**src/rtl/jk_cmd_driver_if.sv**
```systemverilog
// ---------------------------------------------------------------------------
// jk_cmd_driver_if
//   Groups the request handshake and the flop-bank command/feedback signals
//   of jk_cmd_driver.
//
//   Request side : in_valid, in_ready, in_target[N], in_clear
//   Flop side    : cmd[2N] (00 HOLD, 01 RESET, 10 SET, 11 TOGGLE per flop),
//                  ff_rst (sync reset to the bank), q_fb[N] (bank outputs)
//   Status       : done / err one-cycle pulses, err_mask[N] (held)
//
//   Modports:
//     slave  - the driver itself
//     master - the environment (request source plus the flop bank)
// ---------------------------------------------------------------------------
interface jk_cmd_driver_if #(
  parameter int N = 4
) ();
  logic           in_valid;
  logic           in_ready;
  logic [N-1:0]   in_target;
  logic           in_clear;
  logic [2*N-1:0] cmd;
  logic           ff_rst;
  logic [N-1:0]   q_fb;
  logic           done;
  logic           err;
  logic [N-1:0]   err_mask;

  modport slave (
    input  in_valid, in_target, in_clear, q_fb,
    output in_ready, cmd, ff_rst, done, err, err_mask
  );

  modport master (
    output in_valid, in_target, in_clear, q_fb,
    input  in_ready, cmd, ff_rst, done, err, err_mask
  );
endinterface

```
**src/rtl/jk_cmd_driver.sv**
```systemverilog
// ---------------------------------------------------------------------------
// jk_cmd_driver
//   Drives a bank of N JK flops to a requested word. A request is accepted
//   in IDLE; one DRIVE cycle issues per-flop commands (or a bank reset for a
//   clear request), one CHECK cycle compares the read-back against the
//   target. A mismatch retries up to MAX_RETRY extra times, then reports err
//   with the offending bits in err_mask.
//
//   Ports:
//     clk    - clock, all logic on posedge
//     rst_n  - asynchronous active-low reset
//     bus    - jk_cmd_driver_if.slave (handshake, cmd/ff_rst, q_fb, status)
//
//   Parameters:
//     N          - number of driven flops
//     MAX_RETRY  - extra DRIVE attempts after the first mismatch
//     USE_TOGGLE - 1: changed bits get TOGGLE, 0: changed bits get SET/RESET
// ---------------------------------------------------------------------------
module jk_cmd_driver #(
  parameter int N          = 4,
  parameter int MAX_RETRY  = 3,
  parameter bit USE_TOGGLE = 1'b0
) (
  input  logic            clk,
  input  logic            rst_n,
  jk_cmd_driver_if.slave  bus
);

  // Counter just wide enough for 0..MAX_RETRY; never narrower than one bit.
  localparam int RW = (MAX_RETRY > 0) ? $clog2(MAX_RETRY + 1) : 1;

  typedef enum logic [1:0] {
    S_IDLE  = 2'd0,
    S_DRIVE = 2'd1,
    S_CHECK = 2'd2
  } state_e;

  state_e          state_q, state_d;
  logic [N-1:0]    target_q, target_d;
  logic            clear_q, clear_d;
  logic [RW-1:0]   retry_q, retry_d;
  logic [2*N-1:0]  cmd_q, cmd_d;
  logic            ff_rst_q, ff_rst_d;
  logic            done_q, done_d;
  logic            err_q, err_d;
  logic [N-1:0]    err_mask_q, err_mask_d;

  // Per-flop command that moves q toward t: HOLD where equal, otherwise
  // TOGGLE or a directed SET/RESET. {t, ~t} encodes SET=10 / RESET=01.
  function automatic logic [2*N-1:0] drive_cmd(input logic [N-1:0] q,
                                               input logic [N-1:0] t);
    logic [2*N-1:0] c;
    c = '0;
    for (int i = 0; i < N; i++) begin
      if (q[i] != t[i]) c[2*i +: 2] = USE_TOGGLE ? 2'b11 : {t[i], ~t[i]};
    end
    return c;
  endfunction

  // NOTE: every signal written here gets a default first, so no path through
  // the case statement leaves one unassigned and no latch is inferred.
  always_comb begin
    state_d    = state_q;
    target_d   = target_q;
    clear_d    = clear_q;
    retry_d    = retry_q;
    cmd_d      = '0;      // commands last exactly the DRIVE cycle
    ff_rst_d   = 1'b0;
    done_d     = 1'b0;    // status outputs are single-cycle pulses
    err_d      = 1'b0;
    err_mask_d = err_mask_q;

    unique case (state_q)
      S_IDLE: begin
        if (bus.in_valid) begin
          target_d = bus.in_clear ? '0 : bus.in_target;
          clear_d  = bus.in_clear;
          retry_d  = '0;
          state_d  = S_DRIVE;
          // Commands are registered on the accept edge so they are stable
          // for the whole DRIVE cycle.
          cmd_d    = bus.in_clear ? '0 : drive_cmd(bus.q_fb, bus.in_target);
          ff_rst_d = bus.in_clear;
        end
      end

      S_DRIVE: begin
        state_d = S_CHECK;
      end

      S_CHECK: begin
        if (bus.q_fb == target_q) begin
          state_d = S_IDLE;
          done_d  = 1'b1;
        end else if (retry_q < RW'(MAX_RETRY)) begin
          retry_d  = retry_q + RW'(1);
          state_d  = S_DRIVE;
          cmd_d    = clear_q ? '0 : drive_cmd(bus.q_fb, target_q);
          ff_rst_d = clear_q;
        end else begin
          state_d    = S_IDLE;
          err_d      = 1'b1;
          err_mask_d = bus.q_fb ^ target_q;
        end
      end

      default: state_d = S_IDLE;
    endcase
  end

  // NOTE: sequential state uses non-blocking assignments so every register
  // samples the pre-edge values regardless of statement order.
  always_ff @(posedge clk or negedge rst_n) begin
    if (!rst_n) begin
      state_q    <= S_IDLE;
      target_q   <= '0;
      clear_q    <= 1'b0;
      retry_q    <= '0;
      cmd_q      <= '0;
      ff_rst_q   <= 1'b0;
      done_q     <= 1'b0;
      err_q      <= 1'b0;
      err_mask_q <= '0;
    end else begin
      state_q    <= state_d;
      target_q   <= target_d;
      clear_q    <= clear_d;
      retry_q    <= retry_d;
      cmd_q      <= cmd_d;
      ff_rst_q   <= ff_rst_d;
      done_q     <= done_d;
      err_q      <= err_d;
      err_mask_q <= err_mask_d;
    end
  end

  assign bus.in_ready = (state_q == S_IDLE);
  assign bus.cmd      = cmd_q;
  assign bus.ff_rst   = ff_rst_q;
  assign bus.done     = done_q;
  assign bus.err      = err_q;
  assign bus.err_mask = err_mask_q;

endmodule

```
**src/flat_wrapper.sv**
```systemverilog
// flat-port wrapper written by rule: the top's interface ports become plain ports
module jk_cmd_driver_flat 
#(
  parameter int N          = 4,
  parameter int MAX_RETRY  = 3,
  parameter bit USE_TOGGLE = 1'b0
)
  (clk, rst_n, bus_in_valid, bus_in_target, bus_in_clear, bus_q_fb, bus_in_ready, bus_cmd, bus_ff_rst, bus_done, bus_err, bus_err_mask);
  jk_cmd_driver_if #(.N(N)) bus_i ();
  input  logic clk;
  input  logic rst_n;
  input wire logic [$bits(bus_i.in_valid)-1:0] bus_in_valid;
  input wire logic [$bits(bus_i.in_target)-1:0] bus_in_target;
  input wire logic [$bits(bus_i.in_clear)-1:0] bus_in_clear;
  input wire logic [$bits(bus_i.q_fb)-1:0] bus_q_fb;
  output wire logic [$bits(bus_i.in_ready)-1:0] bus_in_ready;
  output wire logic [$bits(bus_i.cmd)-1:0] bus_cmd;
  output wire logic [$bits(bus_i.ff_rst)-1:0] bus_ff_rst;
  output wire logic [$bits(bus_i.done)-1:0] bus_done;
  output wire logic [$bits(bus_i.err)-1:0] bus_err;
  output wire logic [$bits(bus_i.err_mask)-1:0] bus_err_mask;
  assign bus_i.in_valid = bus_in_valid;
  assign bus_i.in_target = bus_in_target;
  assign bus_i.in_clear = bus_in_clear;
  assign bus_i.q_fb = bus_q_fb;
  assign bus_in_ready = bus_i.in_ready;
  assign bus_cmd = bus_i.cmd;
  assign bus_ff_rst = bus_i.ff_rst;
  assign bus_done = bus_i.done;
  assign bus_err = bus_i.err;
  assign bus_err_mask = bus_i.err_mask;
  jk_cmd_driver #(.N(N), .MAX_RETRY(MAX_RETRY), .USE_TOGGLE(USE_TOGGLE)) u_core (.clk(clk), .rst_n(rst_n), .bus(bus_i));
endmodule
```
**config.mk**
```make
export PLATFORM = sky130hd
export DESIGN_NAME = jk_cmd_driver_flat
export DESIGN_NICKNAME = d
export VERILOG_FILES = /design/src/rtl/jk_cmd_driver_if.sv /design/src/rtl/jk_cmd_driver.sv /design/src/flat_wrapper.sv
export SDC_FILE = /design/constraint.sdc
export NUM_CORES = 1
export LEC_CHECK = 0
export BUFFER_PORTS_ARGS = -buffer_cell sky130_fd_sc_hd__buf_2
export CAP_MARGIN = 20
export CELL_PAD_IN_SITES_DETAIL_PLACEMENT = 0
export CELL_PAD_IN_SITES_GLOBAL_PLACEMENT = 1
export CORE_AREA = 2 2 56 58
export CTS_CLUSTER_SIZE = 25
export DETAILED_ROUTE_END_ITERATION = 8
export DIE_AREA = 0 0 58 60
export GPL_TIMING_DRIVEN = 0
export MAX_ROUTING_LAYER = met4
export PLACE_DENSITY = 0.76
export SETUP_SLACK_MARGIN = 0.2
export SYNTH_ARGS = -nofsm -noshare
export SYNTH_HDL_FRONTEND = slang
export SYNTH_SLANG_ARGS = --single-unit
```
**constraint.sdc**
```tcl
create_clock -name clk -period 1.7 [get_ports clk]
set_input_delay 0 -clock clk [delete_from_list [all_inputs] [get_ports clk]]
set_output_delay 0 -clock clk [all_outputs]
set_load 0.005 [all_outputs]
```
==> metrics, run 1 <==
drt first pass iters 4; Area growth syn-to-layout 45.13%; grt ovf 0; max cap viols 0; Worst setup SP type flip-flop; clock buffer depth 2; area leader, netlist dfrtp_1; # DRC 0; initial antenna violation count 0; CP cell instances ha_4 > and4_4 > or3_4 > buf_8 > mux2i_1; final worst setup slack approximately 0.16 ns; final hold violation count 0; htree depth 1; Post-synth top cells dfrtp_1 (24), inv_1 (16), ha_1 (9), a32o_1 (8), nand2_1 (8); Post-synth top flop dfrtp_1; layout cell share with drive strength beyond 1 around two fifths; register area 600.6 um^2; worst-skew pair later-pin latency about 0.32 ns; die width around 58 um; WS Path Type reg -> reg; Final Skew around 0.0081 ns; Final min period approximately 1.5 ns; vias per cell approximately 4.8; vias in the first global route a little over 900; die area 3480 um^2; io pins 28; RSZ-0062 raised after global routing yes; final std cells w/o fill 177; final core occ a little under three fifths; diode count 0; first-pass GRT wire length approximately 3900 um; clock root buffer master clkbuf_4; cts bufs inserted 3; Post-Synthesis Cells 92; Post-DP Area roughly 1300 um^2; largest net degree at the start of global routing 25; pre-CTS WS -0.2285 ns; crit-path max FO 4; initial core utilization roughly two fifths; period utilization 90.55%; warnings from Yosys 0; Port Buf Inserts 27; Cell variety after synth 24; Worst Path Arrival between 1.5 and 2 ns; Worst Setup End Kind flip-flop; Seq/Total Area, Yosys roughly 54%; total power draw 2.229 mW; design area between 1500 and 2000 um^2; Buf/Inv on CP 1; Vias between 800 and 900; Avg Cell Area, Syn 12.00 um^2; Post-synth ARST share 100.0%; core area 2903 um^2; FF+latch count, synth 24; Layout Nets roughly 170; leak pwr 0.8314 nW; Die H 60 um; Final Wtd Congestion about 0.78; syn_nets around 110; synth top area cells dfrtp_1 (54%), ha_1 (10%), a32o_1 (7.3%); per-cell routed wire length between 10 and 15 um; Placed Cells 152; Total GRT Usage about 16%; Syn Std Cell Area approximately 1100 um^2; final setup violation count 0; dpl hpwl around 1500 um; pwr dens 1392 nW/um^2; Slew HR 64.04%; Max Fclk ~650 MHz; required time of the worst setup path 1.91 ns; Clock Sinks 24; max-slew violations 0; CP top delay family simple AND/OR/NAND/NOR gates; Final TNS setup 0 ns; Post-synth EDFFs 0; Antenna Nets Post-Route 0; Synth top area share between 50 and 60%; multi-input gate area in the final layout around 500 um^2; fillcell total between 200 and 300; Clk pin slew, worst setup/hold paths between 0.1 and 0.15 ns; routed wire length 2388 um; Slew @ Worst Pin between 0.5 and 0.6 ns; Slowest-stage cell, CP dfrtp_1; drt initial violations 18; most common cell in the netlist dfrtp_1; hold crit path type in -> reg; status complete, no violations; CTS tree done; Site Rows 20; CP peak stage delay around 0.43 ns; Min Hold Slack 0.06902 ns; Peak VDD IR just under 0.8 mV
cell type report:
cell class,instances,share of cell area [%]
sequential,24,37.50
multi-input combinational,49,31.48
timing repair buffer,48,19.84
inverter,16,3.750
buffer,3,2.578
tap,33,2.578
clock buffer,4,2.266
worst reg2reg max path: stages, from the launching register on:
cell,delay [ns]
dfrtp_1,0.43
ha_4,0.23
and4_4,0.21
or3_4,0.34
buf_8,0.14
mux2i_1,0.11
cells in the final DEF (no fill, tap or decap), types with 4 or more instances in the layout:
master and n:
o31ai_1 4, buf_2 27, dlygate4sd3_1 10, ha_1 5
nand2_1 8, dfrtp_1 24, buf_4 11, a32o_1 8
inv_1 16, ha_4 4
cells by family (layout without fill, tap and decap cells):
logic type                 count (synthesis)  count (layout)  synth area share (%)
AOI/OAI and AO/OA                         19              19                 14.29
adders and majority gates                  9               9                 10.20
buffers and inverters                     19              71                 8.163
DFF                                       24              24                 54.42
muxes                                      2               2                 1.814
and+or+nand+nor                           19              19                 11.11
path summary, 6_finish.rpt:
| check | startpoint | end | slack (ns) | cells past startpoint |
|---|---|---|---|---|
| max | u_core.target_q[1]$_DFFE_PN0P_ | u_core.retry_q[0]$_DFFE_PN0P_ | 0.16 | 5 |
| min | bus_q_fb[3] | u_core.bus.cmd[6]$_DFF_PN0_ | 0.07 | 3 |
| max reg2reg | u_core.target_q[1]$_DFFE_PN0P_ | u_core.retry_q[0]$_DFFE_PN0P_ | 0.16 | 5 |
| min reg2reg | u_core.retry_q[0]$_DFFE_PN0P_ | u_core.retry_q[0]$_DFFE_PN0P_ | 0.50 | 1 |
| max in group asynchronous | rst_n | u_core.bus.cmd[0]$_DFF_PN0_ | 1.16 | 2 |
| min in group asynchronous | rst_n | u_core.bus.done$_DFF_PN0_ | 0.17 | 2 |
sequential cells by signal, indices dropped and copies added (netlist names):
| name | count |
|---|---|
| u_core.bus.cmd | 8 |
| u_core.bus.err_mask | 4 |
| u_core.target_q | 4 |
| u_core.retry_q | 2 |
| u_core.state_q | 2 |
| u_core.bus.done | 1 |
| u_core.bus.err | 1 |
| u_core.bus.ff_rst | 1 |
| u_core.clear_q | 1 |
per-layer routing:
layer	vias to the layer above	share of wire, %	GRT usage [%]
met1	409	44	17.46
met2	16	51	26.14
met5	-	0	-
met4	0	2.4	10.96
met3	6	2.6	1.948
li1	422	-	-
report_power, final:
part / switching (mW) / internal [mW]
clock: 0.175 / 0.131
sequential: 0.143 / 0.763
combinational: 0.430 / 0.589
total: 0.747 / 1.48
timing repair:
item                                   CTS  global route
setup endpoints to repair               16            16
hold buffers                             9             1
pin swaps                                7             5
cloned                                   0             0
endpoints found under the hold margin   36             1
resized for setup                       10             4
buffers inserted                         6             5
Note: power is estimated with default switching activity, not from simulation.
==> inputs of run 2 (changes only) <==
==> constraint.sdc (replaced) <==
create_clock -name clk -period 1.7 [get_ports clk]
set_input_delay 0 -clock clk [delete_from_list [all_inputs] [get_ports clk]]
set_output_delay 0 -clock clk [all_outputs]
set_load 0.1 [all_outputs]
==> run 2 against run 1 <==
Net effect: fmax is 0.53% lower; setup slack lost 0.0083 ns; combinational power increased by 79%; largest cell class unchanged; hold slack got worse by 0.00067 ns; sequential cell count did not move; non-clock buffer count increased by 1; routed wire length fell by 1.2%; die area stayed put; count of clock-buffer cells in the layout decreased by 1; cell count did not move; sequential power grew 1%; highest routed layer unchanged.
==> metrics, run 2 (synthesized netlist as in run 1, its figures left out) <==
status complete, no violations; total power draw around 3.0 mW; crit path launch u_core.target_q[2]$_DFFE_PN0P_; required time of the worst setup path approximately 1.9 ns; CP top delay family simple AND/OR/NAND/NOR gates; clock root buffer master clkbuf_4; max cap viols 0; Total GRT Usage approximately 15%; Worst Setup End Kind flip-flop; Worst Path Arrival 1.78 ns; htree depth 1; number of flip-flops in the largest register 8; Sw Ratio around half; Area growth syn-to-layout 45.35%; Die H approximately 60 um; grt ovf 0; Clock Power Share under 10%; leak pwr between 0.8 and 0.9 nW; WS Path Type reg -> reg; clock buffer depth 2; Peak VDD IR approximately 1.3 mV; path depth of the worst reg2reg path 5; final setup violation count 0; most common cell after layout, fill and taps aside buf_2; per-cell routed wire length roughly 13 um; core area 2903 um^2; Min Hold Slack 0.06835 ns; Psw ~1.5 mW; Reg-to-Reg End u_core.retry_q[1]$_DFFE_PN0P_; first-pass GRT wire length about 3800 um; diode count 0; hold crit path type in -> reg; pre-CTS WS -0.2033 ns; CTS tree done; max-slew violations 0; Final Wtd Congestion approximately 0.75; reg-to-reg slack, setup 0.15 ns; Final min period 1.548 ns; # DRC 0; final worst setup slack around 0.15 ns; Clk pin slew, worst setup/hold paths approximately 0.12 ns; drt initial violations 10; logic gate share of total power approximately 61%; largest net degree at the start of global routing 25; die width ~58 um; initial core utilization a little under two fifths; pwr dens between 1500 and 2000 nW/um^2; period utilization around nine tenths; die area ~3500 um^2; vias per cell 4.904; CP peak stage delay approximately 0.43 ns; Site Rows 20; Layout Nets ~170; Slew HR about 64%; Clock Sinks 24; Int Pwr 1.456 mW; Final Skew 0.005703 ns; Max Fclk 646.2 MHz; Post-DP Area between 1000 and 1500 um^2; instance count on the critical path 5; routed wire length 2359 um; layout cell share with drive strength beyond 1 ~43%; Slowest-stage cell, CP dfrtp_1; crit-path max FO 4; commonest cells after routing, fill and taps aside buf_2 (27), dfrtp_1 (24), inv_1 (16); RSZ-0062 raised after global routing yes; Critical Path End u_core.retry_q[1]$_DFFE_PN0P_; drt first pass iters 4; Vias between 800 and 900; Antenna Nets Post-Route 0; FF-to-FF Start u_core.target_q[2]$_DFFE_PN0P_; cts bufs inserted 3; worst-skew pair later-pin latency slightly above 0.3 ns; Worst setup SP type flip-flop; CP cell instances ha_4 > and4_4 > or3_1 > clkbuf_8 > mux2i_1; initial antenna violation count 0; design area about 1600 um^2; vias in the first global route 862; dpl hpwl approximately 1500 um; io pins 28; fillcell total 248; power share of the sequential group 30.6%; final hold violation count 0; Buf/Inv on CP 1; Slew @ Worst Pin between 0.5 and 0.6 ns; Port Buf Inserts 27
[run 2: cell counts in the layout (fill, tap and decap cells not counted)]
No cell type changed its count.
[run 2: power groups by stage]
stage	Combinational, mW	Sequential [mW]	Clock [mW]
3_5_place_dp	1.49	0.906	0
2_1_floorplan	0.579	1.54	0
4_1_cts	1.72	0.908	0.258
5_1_grt	1.95	0.939	0.283
3_3_place_gp	1.47	0.896	0
6_report	1.83	0.918	0.249
[run 2: timing repair]
item	CTS	global route
setup endpoints to repair	16	16
hold buffers	10	0
resized for setup	9	6
pin swaps	4	2
endpoints found under the hold margin	36	0
buffers inserted	7	5
[run 2: metal layers]
layer  global-route usage, %  wire length [um]
met1                   18.19              1010
met4                   5.980                13
met5                       -                 0
met2                   25.81              1244
met3                   2.597                91
[run 2: through the flow]
stage / util, % / instances / TNS, ns
2_1_floorplan: - / 92 / 0
3_3_place_gp: 44.22 / 152 / -1.316
3_5_place_dp: 44.22 / 152 / -1.515
4_1_cts: 53.02 / 172 / 0
5_1_grt: 55.26 / 177 / 0
6_report: 55.26 / 177 / 0
[run 2: worst min-delay path by stage]
stage | from | depth (start not counted) | end | slack, ns
finish | bus_q_fb[2] | 3 | u_core.bus.cmd[4]$_DFF_PN0_ | 0.07
CTS | bus_q_fb[2] | 3 | u_core.bus.cmd[4]$_DFF_PN0_ | 0.07
global route | bus_q_fb[1] | 3 | u_core.bus.cmd[2]$_DFF_PN0_ | 0.07
detailed placement | rst_n | 1 | u_core.bus.cmd[7]$_DFF_PN0_ | 0.02
floorplan | rst_n | 0 | u_core.bus.cmd[0]$_DFF_PN0_ | -0.30
global placement | rst_n | 1 | u_core.bus.cmd[7]$_DFF_PN0_ | 0.01
[run 2: tightest hold or removal path: cells and delay by family]
family | cells | cell delay, ns
adder cells (fa/ha/maj) | 1 | 0.14
buffers and inverters | 1 | 0.10
AO/OA/AOI/OAI | 1 | 0.12
[run 2: layout make-up]
cell class                      count  area [um^2]  share of cell area (%)
Inverter                           16        60.06                   3.744
Buffer                              3        40.04                   2.496
Clock buffer                        3        22.52                   1.404
Multi-Input combinational cell     49        510.5                   31.83
Tap cell                           33        41.29                   2.574
Sequential cell                    24        600.6                   37.44
Timing Repair Buffer               49        329.1                   20.51
==> inputs of run 3 (changes only) <==
--- a/config.mk
+++ b/config.mk
@@ -5,17 +5,19 @@
 export SDC_FILE = /design/constraint.sdc
 export NUM_CORES = 1
 export LEC_CHECK = 0
+export ABC_AREA = 1
 export BUFFER_PORTS_ARGS = -buffer_cell sky130_fd_sc_hd__buf_2
 export CAP_MARGIN = 20
 export CELL_PAD_IN_SITES_DETAIL_PLACEMENT = 0
 export CELL_PAD_IN_SITES_GLOBAL_PLACEMENT = 1
-export CORE_AREA = 2 2 56 58
+export CORE_AREA = 2 2 60 62
+export CTS_BUF_LIST = sky130_fd_sc_hd__clkbuf_16
 export CTS_CLUSTER_SIZE = 25
 export DETAILED_ROUTE_END_ITERATION = 8
-export DIE_AREA = 0 0 58 60
+export DIE_AREA = 0 0 62 64
 export GPL_TIMING_DRIVEN = 0
 export MAX_ROUTING_LAYER = met4
-export PLACE_DENSITY = 0.76
+export PLACE_DENSITY = 0.75
 export SETUP_SLACK_MARGIN = 0.2
 export SYNTH_ARGS = -nofsm -noshare
 export SYNTH_HDL_FRONTEND = slang
==> run 3 against run 2 <==
Net effect: sequential share of layout area up 0.79 points; setup slack better by 0.18 ns; clock power is 100% higher; via count rose by 9.9%; critical path type unchanged; critical endpoint is now u_core.bus.err_mask[2]$_DFFE_PN0P_.
==> metrics, run 3 <==
status complete, no violations; per-cell routed wire length 11.32 um; Vias between 900 and 1k; dpl hpwl 1755 um; Cell variety after synth 18; power share of the sequential group between 30% and 40%; die width between 60 and 70 um; FF-to-FF Start u_core.target_q[3]$_DFFE_PN0P_; FF+latch count, synth 24; commonest cells after routing, fill and taps aside nand2_1 (27), buf_2 (27), dfrtp_1 (23); syn_nets 150; Port Buf Inserts 27; Clock Sinks 24; Buf/Inv on CP 1; path depth of the worst reg2reg path 7; Worst setup SP type flip-flop; instance count on the critical path 7; Final TNS setup 0 ns; final core occ a little under half; Post-Synthesis Cells 129; leak pwr roughly 0.86 nW; Synth top area share about 48%; Worst Setup End Kind flip-flop; Post-synth EDFFs 0; diode count 0; Total GRT Usage 14.58%; logic gate share of total power around 50%; final setup violation count 0; CP top delay family simple AND/OR/NAND/NOR gates; drt initial violations 28; cts bufs inserted 3; initial antenna violation count 0; Antenna Nets Post-Route 0; routed wire length about 2400 um; Reg-to-Reg End u_core.bus.err_mask[2]$_DFFE_PN0P_; Post-synth top flop dfrtp_1; Worst Path Arrival about 1.5 ns; Avg Cell Area, Syn 9.738 um^2; Critical Path End u_core.bus.err_mask[2]$_DFFE_PN0P_; clock root buffer master clkbuf_16; CTS tree done; final hold violation count 0; Synth Area in Compound Gates 6.175%; worst-skew pair later-pin latency approximately 0.26 ns; register area 601.8 um^2; Final Wtd Congestion about 0.76; Post-synth top cells nand2_1 (27), dfrtp_1 (24), inv_1 (17), ha_1 (9), nand3b_1 (8); Site Rows 21; Psw between 1 and 1.5 mW; Sw Ratio about 50%; Clock Power Share 18.9%; post-synthesis xor/xnor area fraction 0%; Syn Std Cell Area 1256 um^2; Placed Cells a little over 200; pwr dens 1698 nW/um^2; Final Skew roughly 0.0024 ns; CP peak stage delay approximately 0.38 ns; Post-synth ARST share 100.0%; total power draw between 2 and 3 mW; core area around 3300 um^2; warnings from Yosys 0; CP cell instances ha_1 > nand2_1 > inv_1 > nand2_4 > nand2_4 > nand2_1 > o21ai_1; final std cells w/o fill 210; hold crit path type in -> reg; Layout Nets approximately 190; WS Path Type reg -> reg; Peak VDD IR 1.613 mV; Clk pin slew, worst setup/hold paths about 0.060 ns; largest family of logic cells by synthesized area simple AND/OR/NAND/NOR gates; fillcell total 319; fraction of the mapped netlist area in adder cells under 10%; Slew @ Worst Pin 0.5529 ns; Post-CTS Setup Inserts 0; # DRC 0; min-delay src bus_in_target[3]; Area growth syn-to-layout 25.30%; Int Pwr 1.341 mW; clock buffer depth 2; Min Hold Slack around 0.0054 ns; htree depth 1; largest net degree at the start of global routing 25; die area 3968 um^2; reg-to-reg slack, setup between 0.3 and 0.4 ns; Slew HR 63.14%; io pins 28; multi-input gate area in the final layout around 600 um^2; Die H roughly 64 um; Slowest-stage cell, CP dfrtp_1; Seq/Total Area, Yosys a little under half; max-slew violations 0; Max Fclk 730.2 MHz; simple-gate share of the synthesized area 31.18%; crit-path max FO 10; Final min period between 1 and 1.5 ns; synth top area cells dfrtp_1 (48%), ha_1 (9.0%), nand2_1 (8.1%); required time of the worst setup path 1.84 ns; post-synthesis mux area share 0%; number of flip-flops in the largest register 8; grt ovf 0; area leader, netlist dfrtp_1; period utilization between 80% and 90%; vias in the first global route 936; crit path launch u_core.target_q[3]$_DFFE_PN0P_; initial core utilization between 30% and 40%; RSZ-0062 raised after global routing no; vias per cell roughly 4.5; max cap viols 0; most common cell in the netlist nand2_1; drt first pass iters 4; layout cell share with drive strength beyond 1 a little under a third; first-pass GRT wire length 4160 um
-- run 3: cell count changes after synthesis, sizes merged, moves of 4 or more --
cell / before / now
nor2: 2 / 8
o21ai: 3 / 14
a32o: 8 / 0
nand3b: 1 / 8
nand2: 8 / 33
o31ai: 4 / 0
nand3: 0 / 10
-- run 3: layout make-up --
class                           instances  share of cell area [%]
Clock buffer                            3                   4.769
Timing Repair Buffer                   31                   11.13
Sequential cell                        24                   38.24
Inverter                               19                   4.690
Tap cell                               46                   3.657
Multi-Input combinational cell         86                   37.28
Clock inverter                          1                  0.2385
-- run 3: per-stage QoR --
step	area (um^2)	setup slack (ns)
finish	1574	0.3305
CTS	1569	0.2407
detailed placement	1450	0.2691
global route	1574	0.2089
floorplan	1257	0.2014
global placement	1450	0.2760
-- run 3: routing by layer --
metal,global-route usage [%],vias up,routed length [um]
met5,-,-,0
met4,5.585,0,55
met3,4.251,7,103
met2,21.22,22,1142
met1,18.90,445,1075
li1,-,480,-
-- run 3: worst min-delay path by stage --
| stage | end | slack, ns | cells after the start |
|---|---|---|---|
| CTS | u_core.bus.cmd[7]$_DFF_PN0_ | 0.0003 | 3 |
| floorplan | u_core.bus.cmd[0]$_DFF_PN0_ | -0.30 | 0 |
| global placement | u_core.bus.cmd[5]$_DFF_PN0_ | 0.01 | 1 |
| finish | u_core.bus.cmd[7]$_DFF_PN0_ | 0.005 | 3 |
| detailed placement | u_core.bus.cmd[4]$_DFF_PN0_ | 0.02 | 1 |
| global route | u_core.bus.cmd[7]$_DFF_PN0_ | 0.006 | 3 |
-- run 3: tightest hold or removal path, delay by kind of cell --
kind / cells / cell delay, ns
buffers and inverters: 1 / 0.12
and+or+nand+nor: 2 / 0.10
-- run 3: repair_timing --
item	4_1_cts	5_1_grt
gates resized for setup	0	1
setup endpoints to repair	0	4
hold buffers	4	0
hold endpoints to repair	29	0
-- run 3: power by group through the flow --
stage,Combinational [mW],Sequential (mW),Clock (mW)
CTS,1.35,0.821,0.522
global placement,1.32,0.826,0
global route,1.46,0.841,0.553
detailed placement,1.34,0.833,0
floorplan,0.666,1.25,0
finish,1.35,0.821,0.506
-- run 3: logic make-up (layout without fill, tap and decap cells) --
logic type / count (synthesis) / count (layout)
simple gates: 63 / 63
flops: 24 / 24
buf+inv: 19 / 54
compound gates: 14 / 14
fa+ha+maj: 9 / 9
